`src/rtl/apu_frame_seq_gen2_if.sv`:
```
// Frame sequencer bus: groups the register strobes, write data, debug stall enable and DMC
// interrupt input, together with the strobe, status and interrupt outputs of the sequencer.
//   master : register decode / channel side (drives strobes and data, observes outputs)
//   slave  : the frame sequencer itself
// Signals:
//   W4017    mode register write strobe (one cycle)
//   R4015    status read strobe (clears the frame IRQ flag)
//   DB_in    write data, [7] = 5-step mode, [6] = IRQ inhibit
//   step_en  counter advance enable (0 stalls the sequencer)
//   DMCINT   DMC interrupt, merged into INT_out
//   LFO1     quarter-frame strobe
//   LFO2     half-frame strobe
//   INT_out  frame IRQ flag OR DMCINT
//   irq_flag frame IRQ flag
//   mode     current mode bit
//   step_idx index of the last step reached
interface apu_frame_seq_gen2_if;
    logic       W4017;
    logic       R4015;
    logic [7:0] DB_in;
    logic       step_en;
    logic       DMCINT;
    logic       LFO1;
    logic       LFO2;
    logic       INT_out;
    logic       irq_flag;
    logic       mode;
    logic [2:0] step_idx;

    modport master (
        output W4017, R4015, DB_in, step_en, DMCINT,
        input  LFO1, LFO2, INT_out, irq_flag, mode, step_idx
    );

    modport slave (
        input  W4017, R4015, DB_in, step_en, DMCINT,
        output LFO1, LFO2, INT_out, irq_flag, mode, step_idx
    );
endinterface

```
`src/rtl/apu_frame_seq_gen2.sv`:
```
// APU frame sequencer: a binary step counter compared against programmable thresholds produces
// the quarter-frame (LFO1) and half-frame (LFO2) strobes and the frame IRQ flag.
// Ports:
//   ACLK1  clock, one rising edge per APU cycle
//   RES    synchronous reset, active high
//   bus    apu_frame_seq_gen2_if.slave (register strobes/data in; strobes, flags, mode out)
module apu_frame_seq_gen2 #(
    parameter int unsigned CNT_W    = 15,
    parameter int unsigned T0       = 3728,
    parameter int unsigned T1       = 7456,
    parameter int unsigned T2       = 11185,
    parameter int unsigned T3       = 14914,
    parameter int unsigned T4       = 18640,
    parameter logic [4:0]  QF_MASK4 = 5'b01111,
    parameter logic [4:0]  HF_MASK4 = 5'b01010,
    parameter logic [4:0]  QF_MASK5 = 5'b10111,
    parameter logic [4:0]  HF_MASK5 = 5'b10010,
    parameter int unsigned WR_DELAY = 3
) (
    input  logic                 ACLK1,
    input  logic                 RES,
    apu_frame_seq_gen2_if.slave  bus
);

    localparam int unsigned DLY_W = (WR_DELAY < 2) ? 1 : $clog2(WR_DELAY + 1);

    localparam logic [CNT_W-1:0] THR [5] = '{
        CNT_W'(T0), CNT_W'(T1), CNT_W'(T2), CNT_W'(T3), CNT_W'(T4)
    };

    typedef enum logic {StRun, StPending} state_e;

    state_e           state_q, state_d;
    logic [CNT_W-1:0] cnt_q, cnt_d;
    logic [DLY_W-1:0] delay_q, delay_d;
    logic             mode_q, mode_d;
    logic             inhibit_q, inhibit_d;
    logic             irq_q, irq_d;
    logic             lfo1_q, lfo1_d;
    logic             lfo2_q, lfo2_d;
    logic [2:0]       step_idx_q, step_idx_d;

    logic             advance;
    logic [4:0]       hit;
    logic             hit_any;
    logic [2:0]       hit_idx;
    logic [CNT_W-1:0] last_cnt;
    logic [4:0]       qf_mask;
    logic [4:0]       hf_mask;
    logic             irq_set;

    // Step decode; step 4 only exists in 5-step mode. Thresholds are distinct, so hit is one-hot.
    always_comb begin
        hit      = '0;
        hit_idx  = 3'd0;
        for (int k = 0; k < 5; k++) begin
            hit[k] = (cnt_q == THR[k]) && ((k != 4) || mode_q);
            if (hit[k]) begin
                hit_idx = 3'(k);
            end
        end
        hit_any  = |hit;
        last_cnt = mode_q ? THR[4] : THR[3];
        qf_mask  = mode_q ? QF_MASK5 : QF_MASK4;
        hf_mask  = mode_q ? HF_MASK5 : HF_MASK4;
        advance  = (state_q == StRun) && bus.step_en;
        irq_set  = advance && hit[3] && !mode_q && !inhibit_q;
    end

    always_comb begin
        state_d    = state_q;
        cnt_d      = cnt_q;
        delay_d    = delay_q;
        mode_d     = mode_q;
        inhibit_d  = inhibit_q;
        irq_d      = irq_q;
        lfo1_d     = 1'b0;
        lfo2_d     = 1'b0;
        step_idx_d = step_idx_q;

        if (advance) begin
            // >= rather than == keeps the counter bounded even from an unexpected value.
            cnt_d = (cnt_q >= last_cnt) ? '0 : cnt_q + CNT_W'(1);
            if (hit_any) begin
                lfo1_d     = qf_mask[hit_idx];
                lfo2_d     = hf_mask[hit_idx];
                step_idx_d = hit_idx;
            end
        end

        // A status read loses against a simultaneous frame IRQ.
        if (bus.R4015) begin
            irq_d = 1'b0;
        end
        if (irq_set) begin
            irq_d = 1'b1;
        end

        if (bus.W4017) begin
            mode_d    = bus.DB_in[7];
            inhibit_d = bus.DB_in[6];
            if (bus.DB_in[6]) begin
                irq_d = 1'b0;
            end
            state_d = StPending;
            delay_d = DLY_W'(WR_DELAY);
        end else if (state_q == StPending) begin
            delay_d = delay_q - DLY_W'(1);
            if (delay_q == DLY_W'(1)) begin
                state_d = StRun;
                cnt_d   = '0;
                // A restart into 5-step mode clocks the envelope/length units immediately.
                if (mode_q) begin
                    lfo1_d = 1'b1;
                    lfo2_d = 1'b1;
                end
            end
        end
    end

    always_ff @(posedge ACLK1) begin
        if (RES) begin
            state_q    <= StRun;
            cnt_q      <= '0;
            delay_q    <= '0;
            mode_q     <= 1'b0;
            inhibit_q  <= 1'b0;
            irq_q      <= 1'b0;
            lfo1_q     <= 1'b0;
            lfo2_q     <= 1'b0;
            step_idx_q <= 3'd0;
        end else begin
            state_q    <= state_d;
            cnt_q      <= cnt_d;
            delay_q    <= delay_d;
            mode_q     <= mode_d;
            inhibit_q  <= inhibit_d;
            irq_q      <= irq_d;
            lfo1_q     <= lfo1_d;
            lfo2_q     <= lfo2_d;
            step_idx_q <= step_idx_d;
        end
    end

    assign bus.LFO1     = lfo1_q;
    assign bus.LFO2     = lfo2_q;
    assign bus.irq_flag = irq_q;
    assign bus.mode     = mode_q;
    assign bus.step_idx = step_idx_q;
    assign bus.INT_out  = irq_q | bus.DMCINT;

endmodule

```
`src/flat_wrapper.sv`:
```
// flat-port wrapper written by rule: the top's interface ports become plain ports
module apu_frame_seq_gen2_flat 
#(
    parameter int unsigned CNT_W    = 15,
    parameter int unsigned T0       = 3728,
    parameter int unsigned T1       = 7456,
    parameter int unsigned T2       = 11185,
    parameter int unsigned T3       = 14914,
    parameter int unsigned T4       = 18640,
    parameter logic [4:0]  QF_MASK4 = 5'b01111,
    parameter logic [4:0]  HF_MASK4 = 5'b01010,
    parameter logic [4:0]  QF_MASK5 = 5'b10111,
    parameter logic [4:0]  HF_MASK5 = 5'b10010,
    parameter int unsigned WR_DELAY = 3
)
  (ACLK1, RES, bus_W4017, bus_R4015, bus_DB_in, bus_step_en, bus_DMCINT, bus_LFO1, bus_LFO2, bus_INT_out, bus_irq_flag, bus_mode, bus_step_idx);
  apu_frame_seq_gen2_if bus_i ();
  input  logic ACLK1;
  input  logic RES;
  input wire logic [$bits(bus_i.W4017)-1:0] bus_W4017;
  input wire logic [$bits(bus_i.R4015)-1:0] bus_R4015;
  input wire logic [$bits(bus_i.DB_in)-1:0] bus_DB_in;
  input wire logic [$bits(bus_i.step_en)-1:0] bus_step_en;
  input wire logic [$bits(bus_i.DMCINT)-1:0] bus_DMCINT;
  output wire logic [$bits(bus_i.LFO1)-1:0] bus_LFO1;
  output wire logic [$bits(bus_i.LFO2)-1:0] bus_LFO2;
  output wire logic [$bits(bus_i.INT_out)-1:0] bus_INT_out;
  output wire logic [$bits(bus_i.irq_flag)-1:0] bus_irq_flag;
  output wire logic [$bits(bus_i.mode)-1:0] bus_mode;
  output wire logic [$bits(bus_i.step_idx)-1:0] bus_step_idx;
  assign bus_i.W4017 = bus_W4017;
  assign bus_i.R4015 = bus_R4015;
  assign bus_i.DB_in = bus_DB_in;
  assign bus_i.step_en = bus_step_en;
  assign bus_i.DMCINT = bus_DMCINT;
  assign bus_LFO1 = bus_i.LFO1;
  assign bus_LFO2 = bus_i.LFO2;
  assign bus_INT_out = bus_i.INT_out;
  assign bus_irq_flag = bus_i.irq_flag;
  assign bus_mode = bus_i.mode;
  assign bus_step_idx = bus_i.step_idx;
  apu_frame_seq_gen2 #(.CNT_W(CNT_W), .T0(T0), .T1(T1), .T2(T2), .T3(T3), .T4(T4), .QF_MASK4(QF_MASK4), .HF_MASK4(HF_MASK4), .QF_MASK5(QF_MASK5), .HF_MASK5(HF_MASK5), .WR_DELAY(WR_DELAY)) u_core (.ACLK1(ACLK1), .RES(RES), .bus(bus_i));
endmodule
```
`config.mk`:
```
export PLATFORM = sky130hd
export DESIGN_NAME = apu_frame_seq_gen2_flat
export DESIGN_NICKNAME = d
export VERILOG_FILES = /design/src/rtl/apu_frame_seq_gen2_if.sv /design/src/rtl/apu_frame_seq_gen2.sv /design/src/flat_wrapper.sv
export SDC_FILE = /design/constraint.sdc
export NUM_CORES = 1
export LEC_CHECK = 0
export BUFFER_PORTS_ARGS = -buffer_cell sky130_fd_sc_hd__buf_2
export CAP_MARGIN = 20
export CORE_MARGIN = 10
export CORE_UTILIZATION = 45
export CTS_CLUSTER_SIZE = 20
export DETAILED_ROUTE_END_ITERATION = 7
export HOLD_SLACK_MARGIN = 0.08
export PLACE_DENSITY_LB_ADDON = 0.05
export REMOVE_ABC_BUFFERS = 1
export SLEW_MARGIN = 20
export SYNTH_ARGS = -nofsm -noshare
export SYNTH_HDL_FRONTEND = slang
export SYNTH_SLANG_ARGS = --single-unit
```
`constraint.sdc`:
```
create_clock -name ACLK1 -period 5.8 [get_ports ACLK1]
set_clock_uncertainty 0.2 [all_clocks]
set_input_delay 0.29 -clock ACLK1 [delete_from_list [all_inputs] [get_ports ACLK1]]
set_output_delay 0.29 -clock ACLK1 [all_outputs]
set_load 0.05 [all_outputs]
```
== Word-level counts from Yosys, hierarchy flattened ==
Cells that the tools add are included.
Storage, ports and cells
  flip-flop bits (word level): 26
  logic and storage cells: 68
  output and inout port bits: 8
Operators by class
  reductions and logical operators: 10
  add/subtract/negate cells: 2
  bitwise logic cells: 2
  mux-type cells: 37
  equality and inequality tests: 6
  order comparisons: 2
Operators with widths (count)
  $mux W15: 6
  $eq A15 B14 Y1 const B: 2
  $mux W1: 22
  $add A15 B1 Y15 const B: 1
  $eq A15 B12 Y1 const B: 1
  $eq A15 B13 Y1 const B: 1
  $eq A15 B15 Y1 const B: 1
  $ge A15 B15 Y1: 1
  $mux W5: 2
  $mux W3: 3
  $bmux W1 S3: 2
  $logic_and A1 B1 Y1: 5
  $reduce_or A5 Y1: 1
  $lt A3 B4 Y1 const B: 1
  $mux W2: 2
  $eq A2 B1 Y1 const B: 1
  $logic_not A1 Y1: 2
  $reduce_and A2 Y1: 1
  $reduce_bool A2 Y1: 1
  $sub A2 B1 Y2 const B: 1
  $not A1 Y1: 1
  $or A1 B1 Y1: 1

== Logic depth before layout (Yosys ltp) ==
  word-level depth: 13
  gate-level depth with buffers: 8

== Worst setup path after synthesis ==
No wires, ideal clock.
  path type: register -> register
  start point: register u_core.mode_q, in the netlist u_core.bus.mode
  end point: register u_core.cnt_q[10]
  stages on the path, launching flop included: 8
  period minus slack after synthesis: 2.593 ns
  path slack: 3.207 ns
  buffers on the path: 1
  arrival: 2.316 ns
  required time: 5.522 ns
  cell sequence: dfxtp_1 > inv_1 > ha_1 > and3_1 > a311oi_1 > a21oi_2 > buf_2 > nor3_1
Between the ends
  word-level cells in the longest chain between the ends: 7
RTL lines
  from (decl): line apu_frame_seq_gen2.sv:36  | logic mode_q, mode_d;
  from (signal assigned): line apu_frame_seq_gen2.sv:136  | mode_q <= mode_d;
  $mux W15 (*): line apu_frame_seq_gen2.sv:63  | last_cnt = mode_q ? THR[4] : THR[3];
  $ge A15 B15 Y1 (*): line apu_frame_seq_gen2.sv:83  | cnt_d = (cnt_q >= last_cnt) ? '0 : cnt_q + CNT_W'(1);
  $mux W15 (*): line apu_frame_seq_gen2.sv:83
  $mux W15 (*): line apu_frame_seq_gen2.sv:81  | if (advance) begin
  $mux W15: line apu_frame_seq_gen2.sv:109  | if (delay_q == DLY_W'(1)) begin
  $mux W15: line apu_frame_seq_gen2.sv:107  | end else if (state_q == StPending) begin
  $mux W15 (*): line apu_frame_seq_gen2.sv:99  | if (bus.W4017) begin
  to (signal assigned): line apu_frame_seq_gen2.sv:134  | cnt_q <= cnt_d;
  to (decl): line apu_frame_seq_gen2.sv:34  | logic [CNT_W-1:0] cnt_q, cnt_d;
Mark *: on every way between the ends. The rest lies on a longest branch, timed or not.
A chain may end at the register's enable or synchronous reset.

== Worst setup path after layout ==
  start point: register u_core.mode_q, in the netlist u_core.bus.mode
  end point: register u_core.cnt_q[5]
The elaborated chain is that of the path after synthesis.

==> run_results.csv <==
group,metric,value,unit
cts,cts_setup_buffers,0,
grt,antenna_found_initial,0,
floorplan,die_width,79.9,µm
flow_run,maxCapViolations,0,
final_layout,area.growth.synth_to_final,10.6,%
sta,min_period,2610,ps
routing,wl_per_cell,14.2,µm
cts,clk_latency,320,ps
cts,cts_sinks,26,
synth,synth-seq-cells,26,
sta,setup_viol,0,
cts,cts-root-buf,"clkbuf_4",
grt,grt_pass1_wl,5.71,mm
power_and_ir_drop,power.leakage,0.711,nW
synth,syn_inst,180,
cts,cts_inserted_buffers,3,
routing,drt_iter0_markers,93,
final_layout,layout_common_cells,"dfxtp_1 (26), nor2_1 (16), nor3_1 (15), buf_2 (15), ha_1 (12)",
routing,ant_nets,0,
placement,placed_cell_area,1690,µm²
final_layout,final_common_cell,"dfxtp_1",
sta,drv_slew,0,
synth,synth-async-reset-ratio,0,%
grt,grt_overflow,0,
routing,dr.pass1.iters,4,
sta,hold_slack,219,ps
routing,via_per_inst,5.43,
synth,synth_area_per_cell,8.98,µm²
grt,grt_max_degree,16,
sta,setup-tns-final,0,ps
floorplan,core-area,3420,µm²
synth,yosysWarnings,0,
sta,tightestPinTransition,644,ps
power_and_ir_drop,pwr_density_cell,176,nW/µm²
floorplan,num_rows,21,
routing,drt-total-wl,3.44,mm
floorplan,die_h,79.9,µm
outcome,status,"complete, no violations",
final_layout,post-route-util,52.3,%
sta,slew_headroom,57.1,%
sta,hold_viol,0,
cts,path_clk_slew,140,ps
floorplan,start_util,47.3,%
grt,track_usage,11.0,%
sta,fmax,0.383,GHz
floorplan,dieArea,6390,µm²
critical_path,start_kind,"register",
min_path,min_path_type,"in -> reg",
synth,synth_area,1620,µm²
cts,h-tree-depth,1,
critical_path,path_class,"reg -> reg",
final_layout,fin_nets,223,
placement,port_buffers,15,
critical_path,cp_max_fo,13,
synth,ys_seq_area_share,32.2,%
min_path,min_path_cells,4,
final_layout,post_route_cells_drive_above_1_share,16.3,%
synth,synth_edf_count,0,
routing,via_count,1315,
power_and_ir_drop,ir_worst_vdd,0.158,mV
final_layout,final_area,1790,µm²
cts,cts.repair.resized,0,
critical_path,arrival,2660,ps
cts,cts_tree,"done",
sta,fin_ws,3190,ps
grt,grt_pass1_vias,1232,
floorplan,pin_count,22,
sta,rsz0062_at_grt,"no",
placement,hpwl,2.57,mm
critical_path,end_kind,"register",
synth,ys.flop_type,"dfxtp_1",
sta,finalCritPeriodShare,45.0,%
synth,ys_types,47,
cts,cts.path.max_buffers,2,
placement,gp_congestion,0.834,
final_layout,diodes,0,
cts,holdBufCountCts,6,
critical_path,worstRegToRegCells,6,
placement,post-place-ws,3210,ps
critical_path,crit_required,5850,ps
routing,drc,0,
==> final timing paths <==
path,start,endpoint,slack [ps]
min,bus_step_en,u_core.cnt_q[1],220
min reg2reg,u_core.bus.step_idx[2],u_core.bus.step_idx[2],270
max reg2reg,u_core.bus.mode,u_core.cnt_q[5],3190
max,u_core.bus.mode,u_core.cnt_q[5],3190
==> cells by family after synthesis <==
family	Yosys count	share of synthesized area, %
buffers and inverters	17	5.42
flip-flops	26	32.2
multiplexers	2	1.24
XOR/XNOR	14	7.59
AO/OA/AOI/OAI	24	11.8
adder cells (fa/ha/maj)	12	9.29
AND/OR/NAND/NOR	85	32.5
==> Yosys cell counts (all sizes together), types with 3 or more instances <==
cell,n,share of area [%]
a21oi,10,3.3
and3,3,1.2
and3b,4,2.2
and4,4,2.2
buf,7,3.1
dfxtp,26,32
ha,12,9.3
inv,8,1.9
nand2,10,2.3
nand2b,3,1.2
nand3,7,2.2
nand4,6,2.3
nor2,16,3.7
nor2b,3,1.2
nor3,15,4.6
o21ai,3,1.6
or2,3,1.2
xnor2,9,4.9
xor2,5,2.7
==> registers in the layout (all words and copies together) (netlist names) <==
register	cells
u_core.bus.irq_flag	1
u_core.state_q	1
u_core.bus.step_idx	3
u_core.inhibit_q	1
u_core.delay_q	2
u_core.bus.LFO1	1
u_core.bus.LFO2	1
u_core.cnt_q	15
u_core.bus.mode	1
==> through the flow <==
stage               total power, W  cells
finish                    0.000315    242
CTS                       0.000320    242
detailed placement        0.000223    232
floorplan                 0.000212    171
global route              0.000333    242
global placement          0.000221    232
==> power breakdown <==
group	switching, W	leakage [nW]	total [W]	internal, W
sequential	0.00000464	0.211	0.000187	0.000182
clock	0.0000554	0.0210	0.0000938	0.0000384
combinational	0.0000191	0.479	0.0000345	0.0000154
==> cell type report <==
cell class                      instances  area, µm²
Multi-Input combinational cell        137       1010
Timing Repair Buffer                   21        135
Inverter                                8       30.0
Tap cell                               46       57.6
Clock buffer                            4       36.3
Sequential cell                        26        520
Fill cell                             339       1630
==> per-layer routing <==
metal | vias to the layer above | track usage (%) | routed length [µm]
met3 | 2 | 3.49 | 166
met5 | - | 0 | 0
met1 | 622 | 13.9 | 1640
li1 | 675 | - | -
met2 | 16 | 17.6 | 1610
met4 | 0 | 2.64 | 23
==> critical path, cell delays in order (launching register included) <==
cell      delay, ps
dfxtp_1         580
inv_1           180
ha_1            330
and3_1          200
a311oi_1        510
a21oi_2         300
nor3_1          250
No activity file was read; power rests on OpenSTA's default activity.
